File: src/rtl/muldiv_pkg.sv
// Shared definitions for the iterative multiply/divide unit.
// Holds the RV32M funct3 operation encoding and the control FSM state
// encoding so that the decoder and the unit agree on both. It also holds
// the per-operation signedness helpers.
package muldiv_pkg;

   typedef enum logic [2:0] {
      OP_MUL    = 3'b000,
      OP_MULH   = 3'b001,
      OP_MULHSU = 3'b010,
      OP_MULHU  = 3'b011,
      OP_DIV    = 3'b100,
      OP_DIVU   = 3'b101,
      OP_REM    = 3'b110,
      OP_REMU   = 3'b111
   } opE;

   typedef enum logic [1:0] {
      IDLE = 2'd0,
      CALC = 2'd1,
      FIX  = 2'd2,
      DONE = 2'd3
   } stateE;

   // funct3[2] separates the divide family from the multiply family.
   function automatic logic isDivOp(input opE o);
      return o[2];
   endfunction

   // rs1 is treated as signed for MULH, MULHSU, DIV and REM.
   function automatic logic aIsSigned(input opE o);
      return (o == OP_MULH) || (o == OP_MULHSU) || (o == OP_DIV) || (o == OP_REM);
   endfunction

   // rs2 is treated as signed for MULH, DIV and REM.
   function automatic logic bIsSigned(input opE o);
      return (o == OP_MULH) || (o == OP_DIV) || (o == OP_REM);
   endfunction

endpackage

File: src/rtl/muldiv_unit.sv
// Iterative RV32M multiply/divide unit.
// Multiplies by shift-add and divides by restoring division. Both work on
// operand magnitudes and produce one bit per cycle. The signs are applied
// in a final FIX cycle. Divide-by-zero and signed overflow skip the
// iteration and complete on the accepting edge.
//
// Ports:
//   clk     sole clock, rising edge
//   rst     asynchronous active-low reset
//   start   request, accepted only in IDLE with flush low
//   op      RV32M funct3
//   src_a   rs1 operand (dividend / multiplier)
//   src_b   rs2 operand (divisor / multiplicand)
//   flush   abort of the in-flight operation
//   busy    high in CALC and FIX
//   done    one-cycle pulse in DONE, result valid
//   result  held from done until the next accepted start
module muldiv_unit
   import muldiv_pkg::*;
#(
   parameter int DATA_WIDTH = 32
) (
   input  logic                  clk,
   input  logic                  rst,
   input  logic                  start,
   input  logic [2:0]            op,
   input  logic [DATA_WIDTH-1:0] src_a,
   input  logic [DATA_WIDTH-1:0] src_b,
   input  logic                  flush,
   output logic                  busy,
   output logic                  done,
   output logic [DATA_WIDTH-1:0] result
);

   localparam int W  = DATA_WIDTH;
   localparam int CW = $clog2(W);
   localparam logic [CW-1:0] LAST_ITER = CW'(W - 1);
   localparam logic [W-1:0]  MOST_NEG  = {1'b1, {(W-1){1'b0}}};

   function automatic logic [W-1:0] negIf(input logic [W-1:0] v, input logic n);
      logic signed [W-1:0] s;
      s = $signed(v);
      return n ? -s : v;
   endfunction

   function automatic logic [2*W-1:0] negIfWide(input logic [2*W-1:0] v, input logic n);
      logic signed [2*W-1:0] s;
      s = $signed(v);
      return n ? -s : v;
   endfunction

   stateE          state;
   opE             opQ;
   logic [CW-1:0]  iterCnt;
   logic [W-1:0]   opB;        // multiplicand or divisor magnitude
   logic [2*W-1:0] acc;        // mul: {partial, multiplier}; div: {remainder, quotient}
   logic           negMain;    // negate product / quotient in FIX
   logic           negRem;     // negate remainder in FIX

   opE             opIn;
   logic           aNegIn, bNegIn;
   logic [W-1:0]   absAIn, absBIn;
   logic           divZero, divOvf;
   logic [W-1:0]   fastRes;
   logic [W:0]     mulSum, divShift, divDiff;
   logic [2*W-1:0] accStep, prodFix;
   logic [W-1:0]   fixRes;

   always_comb begin
      opIn    = opE'(op);
      aNegIn  = aIsSigned(opIn) & src_a[W-1];
      bNegIn  = bIsSigned(opIn) & src_b[W-1];
      absAIn  = negIf(src_a, aNegIn);
      absBIn  = negIf(src_b, bNegIn);
      divZero = isDivOp(opIn) && (src_b == '0);
      divOvf  = ((opIn == OP_DIV) || (opIn == OP_REM)) && (src_a == MOST_NEG) && (src_b == '1);
      // op[1] selects the remainder in the divide family.
      if (divZero) fastRes = opIn[1] ? src_a : '1;
      else         fastRes = opIn[1] ? '0 : src_a;

      // Shift-add step: conditionally add multiplicand to the upper half, then shift right.
      mulSum   = {1'b0, acc[2*W-1:W]} + (acc[0] ? {1'b0, opB} : {(W+1){1'b0}});
      // Restoring step: shift in next dividend bit, keep the difference if non-negative.
      divShift = acc[2*W-1:W-1];
      divDiff  = divShift - {1'b0, opB};
      if (isDivOp(opQ)) begin
         if (!divDiff[W]) accStep = {divDiff[W-1:0], acc[W-2:0], 1'b1};
         else             accStep = {divShift[W-1:0], acc[W-2:0], 1'b0};
      end else begin
         accStep = {mulSum, acc[W-1:1]};
      end

      prodFix = negIfWide(acc, negMain);
      unique case (opQ)
         OP_MUL:                       fixRes = prodFix[W-1:0];
         OP_MULH, OP_MULHSU, OP_MULHU: fixRes = prodFix[2*W-1:W];
         OP_DIV, OP_DIVU:              fixRes = negIf(acc[W-1:0], negMain);
         default:                      fixRes = negIf(acc[2*W-1:W], negRem);
      endcase
   end

   always_ff @(posedge clk or negedge rst) begin
      if (!rst) begin
         state   <= IDLE;
         busy    <= 1'b0;
         done    <= 1'b0;
         result  <= '0;
         iterCnt <= '0;
         acc     <= '0;
         opB     <= '0;
         opQ     <= OP_MUL;
         negMain <= 1'b0;
         negRem  <= 1'b0;
      end else begin
         unique case (state)
            IDLE: begin
               if (start && !flush) begin
                  opQ     <= opIn;
                  iterCnt <= '0;
                  if (divZero || divOvf) begin
                     result <= fastRes;
                     done   <= 1'b1;
                     state  <= DONE;
                  end else begin
                     acc     <= {{W{1'b0}}, absAIn};
                     opB     <= absBIn;
                     negMain <= aNegIn ^ bNegIn;
                     negRem  <= aNegIn;
                     busy    <= 1'b1;
                     state   <= CALC;
                  end
               end
            end
            CALC: begin
               if (flush) begin
                  busy  <= 1'b0;
                  state <= IDLE;
               end else begin
                  acc <= accStep;
                  // Counter parks at W-1 rather than wrapping.
                  if (iterCnt == LAST_ITER) state <= FIX;
                  else                      iterCnt <= iterCnt + 1'b1;
               end
            end
            FIX: begin
               busy <= 1'b0;
               if (flush) begin
                  state <= IDLE;
               end else begin
                  result <= fixRes;
                  done   <= 1'b1;
                  state  <= DONE;
               end
            end
            default: begin
               done  <= 1'b0;
               state <= IDLE;
            end
         endcase
      end
   end

endmodule

File: config.mk
export PLATFORM = sky130hd
export DESIGN_NAME = muldiv_unit
export DESIGN_NICKNAME = d
export VERILOG_FILES = /design/src/rtl/muldiv_pkg.sv /design/src/rtl/muldiv_unit.sv
export SDC_FILE = /design/constraint.sdc
export NUM_CORES = 1
export LEC_CHECK = 0
export CAP_MARGIN = 10
export CORE_UTILIZATION = 57
export DETAILED_ROUTE_END_ITERATION = 10
export HOLD_SLACK_MARGIN = 0.15
export PLACE_DENSITY = 0.8
export SLEW_MARGIN = 20
export SYNTH_ARGS = -nofsm -noshare
export SYNTH_HDL_FRONTEND = slang
export SYNTH_SLANG_ARGS = --single-unit
File: constraint.sdc
create_clock -name clk -period 4.42 [get_ports clk]
set_clock_uncertainty 0.2 [all_clocks]
set_input_delay 0.663 -clock clk [delete_from_list [all_inputs] [get_ports clk]]
set_output_delay 0.663 -clock clk [all_outputs]
set_load 0.05 [all_outputs]
==> reports/results.tsv <==
metric	value	unit
status	completed	
hold_buf cts	0	
P_leak	0.00744	µW
Critical Path AT	4.24	ns
final hold slack	0.0997	ns
DIE AREA	26800	µm²
Syn Nets	2145	
sequential cell area fraction in the yosys report	0.239	
Die H	164	µm
fin crit period	4.13	ns
Layout area overhead	14.1	%
Reg2Reg Depth	13	
Via density	6.76	
total number of vias	16200	
initial core utilization	0.586	
cell family with most CP delay	compound AO/OA/AOI/OAI gates	
final instance count without filler cells	2392	
Avg Cell Area, Syn	7.46	µm²
initial antenna violation count	1	
share of layout cells above drive strength 1	0.0660	
post-route ant nets	0	
hpwl dp	40.3	mm
maximum vdd ir drop	0.592	mV
yosys warns	0	
HP Class	input pin to asynchronous set/reset pin	
total track usage	0.403	
Hold Fails Final Rpt	0	
Die X	164	µm
max cap viols	0	
core area	25400	µm²
Sw Pwr	8710	µW
RSZ-0062 raised after global routing	no	
commonest cells after routing, fill and taps aside	nand2_1 (257), o21ai_0 (231), nor2_1 (171)	
Buf+Inv Stages, Crit Path	2	
nets@finish	2197	
first-iteration detailed-routing DRC count	1958	
Highest Clock Rate	242	MHz
clock tree buffer depth	2	
most frequent CP cell	a21oi_1	
Mapped Cells	1997	
vias in the first global route	15100	
final period utilization	0.934	
RD Place Congestion	1.04	
ys flop type	dfrtp_1	
Post CTS Setup Buffer Count	0	
Worst setup EP type	flip-flop	
I/O Pins	105	
clk root buf	clkbuf_16	
leading cell type in the layout, fill and taps excluded	nand2_1	
PortBufs	104	
WP depth	13	
CP max-delay cell	dfrtp_1	
Setup-failing EPs final	0	
Max FO, Critical Path	21	
Antenna diodes	0	
Post-CTS Resized	0	
Yosys cell types	80	
Clk pin slew, worst setup/hold paths	0.08	ns
clk sinks	142	
Seq pwr share	0.185	
drt pass-1 iters	6	
largest net degree at the start of global routing	95	
global-route wire length before repair	83.5	mm
TNS Setup	0	ns
Cell Area, Synth	14900	µm²
Slew @ Worst Pin	1.11	ns
clock power share	0.098	
Worst path max stage delay	0.58	ns
FF+latch count, synth	142	
register area	3550	µm²
worst-skew pair later-pin latency	0.43	ns
# DRC	0	
Worst Setup Start Kind	flip-flop	
grt ovf	0	
Post-synth EDFFs	0	
Sw Ratio	0.561	
htree depth	4	
Logic pwr share	0.717	
PwrDens	914	nW/µm²
post-DR wirelength/cell	22.3	µm
Max Transition Viols Final	0	
CTS tree	yes	
critical setup path kind	flip-flop to flip-flop	
Async SR Flop Fraction	1.00	
total CTS buffers	17	
fin util	0.669	
Slew HR	0.257	
worst path cell trace	inv_1, buf_12, nor2_1, ha_1, a21oi_1, o211ai_1, a221oi_1, a21oi_1, o21ai_0, a21oi_1, a41oi_1, mux2_2, o41ai_1	
required arrival time at the worst endpoint	4.53	ns
Rows	58	
Layout fillers	2191	
placed insts	2360	
Routed WL	53.4	mm
multi-input logic area	10600	µm²
Internal	6820	µW
## registers in the layout (all words and copies together), names as in the netlist
signal and count:
opB 32, acc 64, busy 1, done 1
opQ 3, state 2, iterCnt 5, negMain 1
result 32, negRem 1
## layer usage
layer  vias up  wire [µm]  GRT usage
li1       7357          -          -
met1      7583      22500      0.560
met2      1056      22400      0.592
met3       167       6720      0.112
met4         2       1850      0.149
met5         -         16          0
## power groups by stage
stage | Clock [µW] | Combinational, µW | Sequential (µW)
3_3_place_gp | 0 | 10500 | 2810
3_5_place_dp | 0 | 10700 | 2840
2_1_floorplan | 0 | 7480 | 2770
5_1_grt | 1550 | 12000 | 2940
6_report | 1510 | 11100 | 2880
4_1_cts | 1500 | 10800 | 2820
## per-stage QoR
step | total power (µW) | area, µm² | setup slack, ns
floorplan | 10200 | 14900 | 0.744
global placement | 13300 | 16400 | 0.227
detailed placement | 13500 | 16400 | 0.164
CTS | 15100 | 17000 | 0.402
global route | 16500 | 17000 | 0.144
finish | 15500 | 17000 | 0.292
## path summary, 6_finish.rpt
check	from	endpoint	slack, ns
worst min-delay path	rst	result[16]	0.1
worst max register to register	acc[0]	acc[62]	0.29
min in group clk	result[17]	result[17]	0.28
worst max-delay path	acc[0]	acc[62]	0.29
worst min register to register	result[17]	result[17]	0.28
max in group asynchronous	rst	opB[24]	2.98
## cell usage after synthesis, drive strengths merged (19+ instances only)
master / n / area (µm²)
a31oi: 22 / 138
o21ai: 240 / 1200
inv: 65 / 244
nor4: 24 / 150
nand2: 260 / 986
nor2: 173 / 652
a21oi: 130 / 654
dfrtp: 142 / 3550
o221ai: 19 / 166
or4: 20 / 154
nor3: 50 / 260
o31ai: 32 / 240
mux2i: 61 / 611
a21o: 43 / 323
ha: 75 / 938
xnor2: 85 / 744
clkbuf: 118 / 444
buf: 19 / 97.6
or3: 25 / 161
xor2: 80 / 701
nand3: 26 / 130
maj3: 23 / 230
## worst register-to-register path: stages, from the launching register on
cell and delay [ns]:
dfrtp_1 0.58, inv_1 0.23, buf_12 0.21, nor2_1 0.14, ha_1 0.31, a21oi_1 0.21, o211ai_1 0.16, a221oi_1 0.43
a21oi_1 0.15, o21ai_0 0.26, a21oi_1 0.22, a41oi_1 0.31, mux2_2 0.37, o41ai_1 0.25
## cell families after synthesis
logic type	synth area share
xor gates and xnor gates	0.0970
DFF	0.239
AOI/OAI and AO/OA	0.269
and+or+nand+nor	0.213
muxes	0.0478
adders and majority gates	0.0812
buffers and inverters	0.0528
## final cells by class
type | instances | area share
tap | 330 | 0.0243
clock buffer | 19 | 0.0255
clock inverter | 13 | 0.00898
multi-input combinational | 1653 | 0.623
sequential | 142 | 0.209
inverter | 65 | 0.0144
timing repair buffer | 170 | 0.0949
Power figures use the tool's default switching activity.
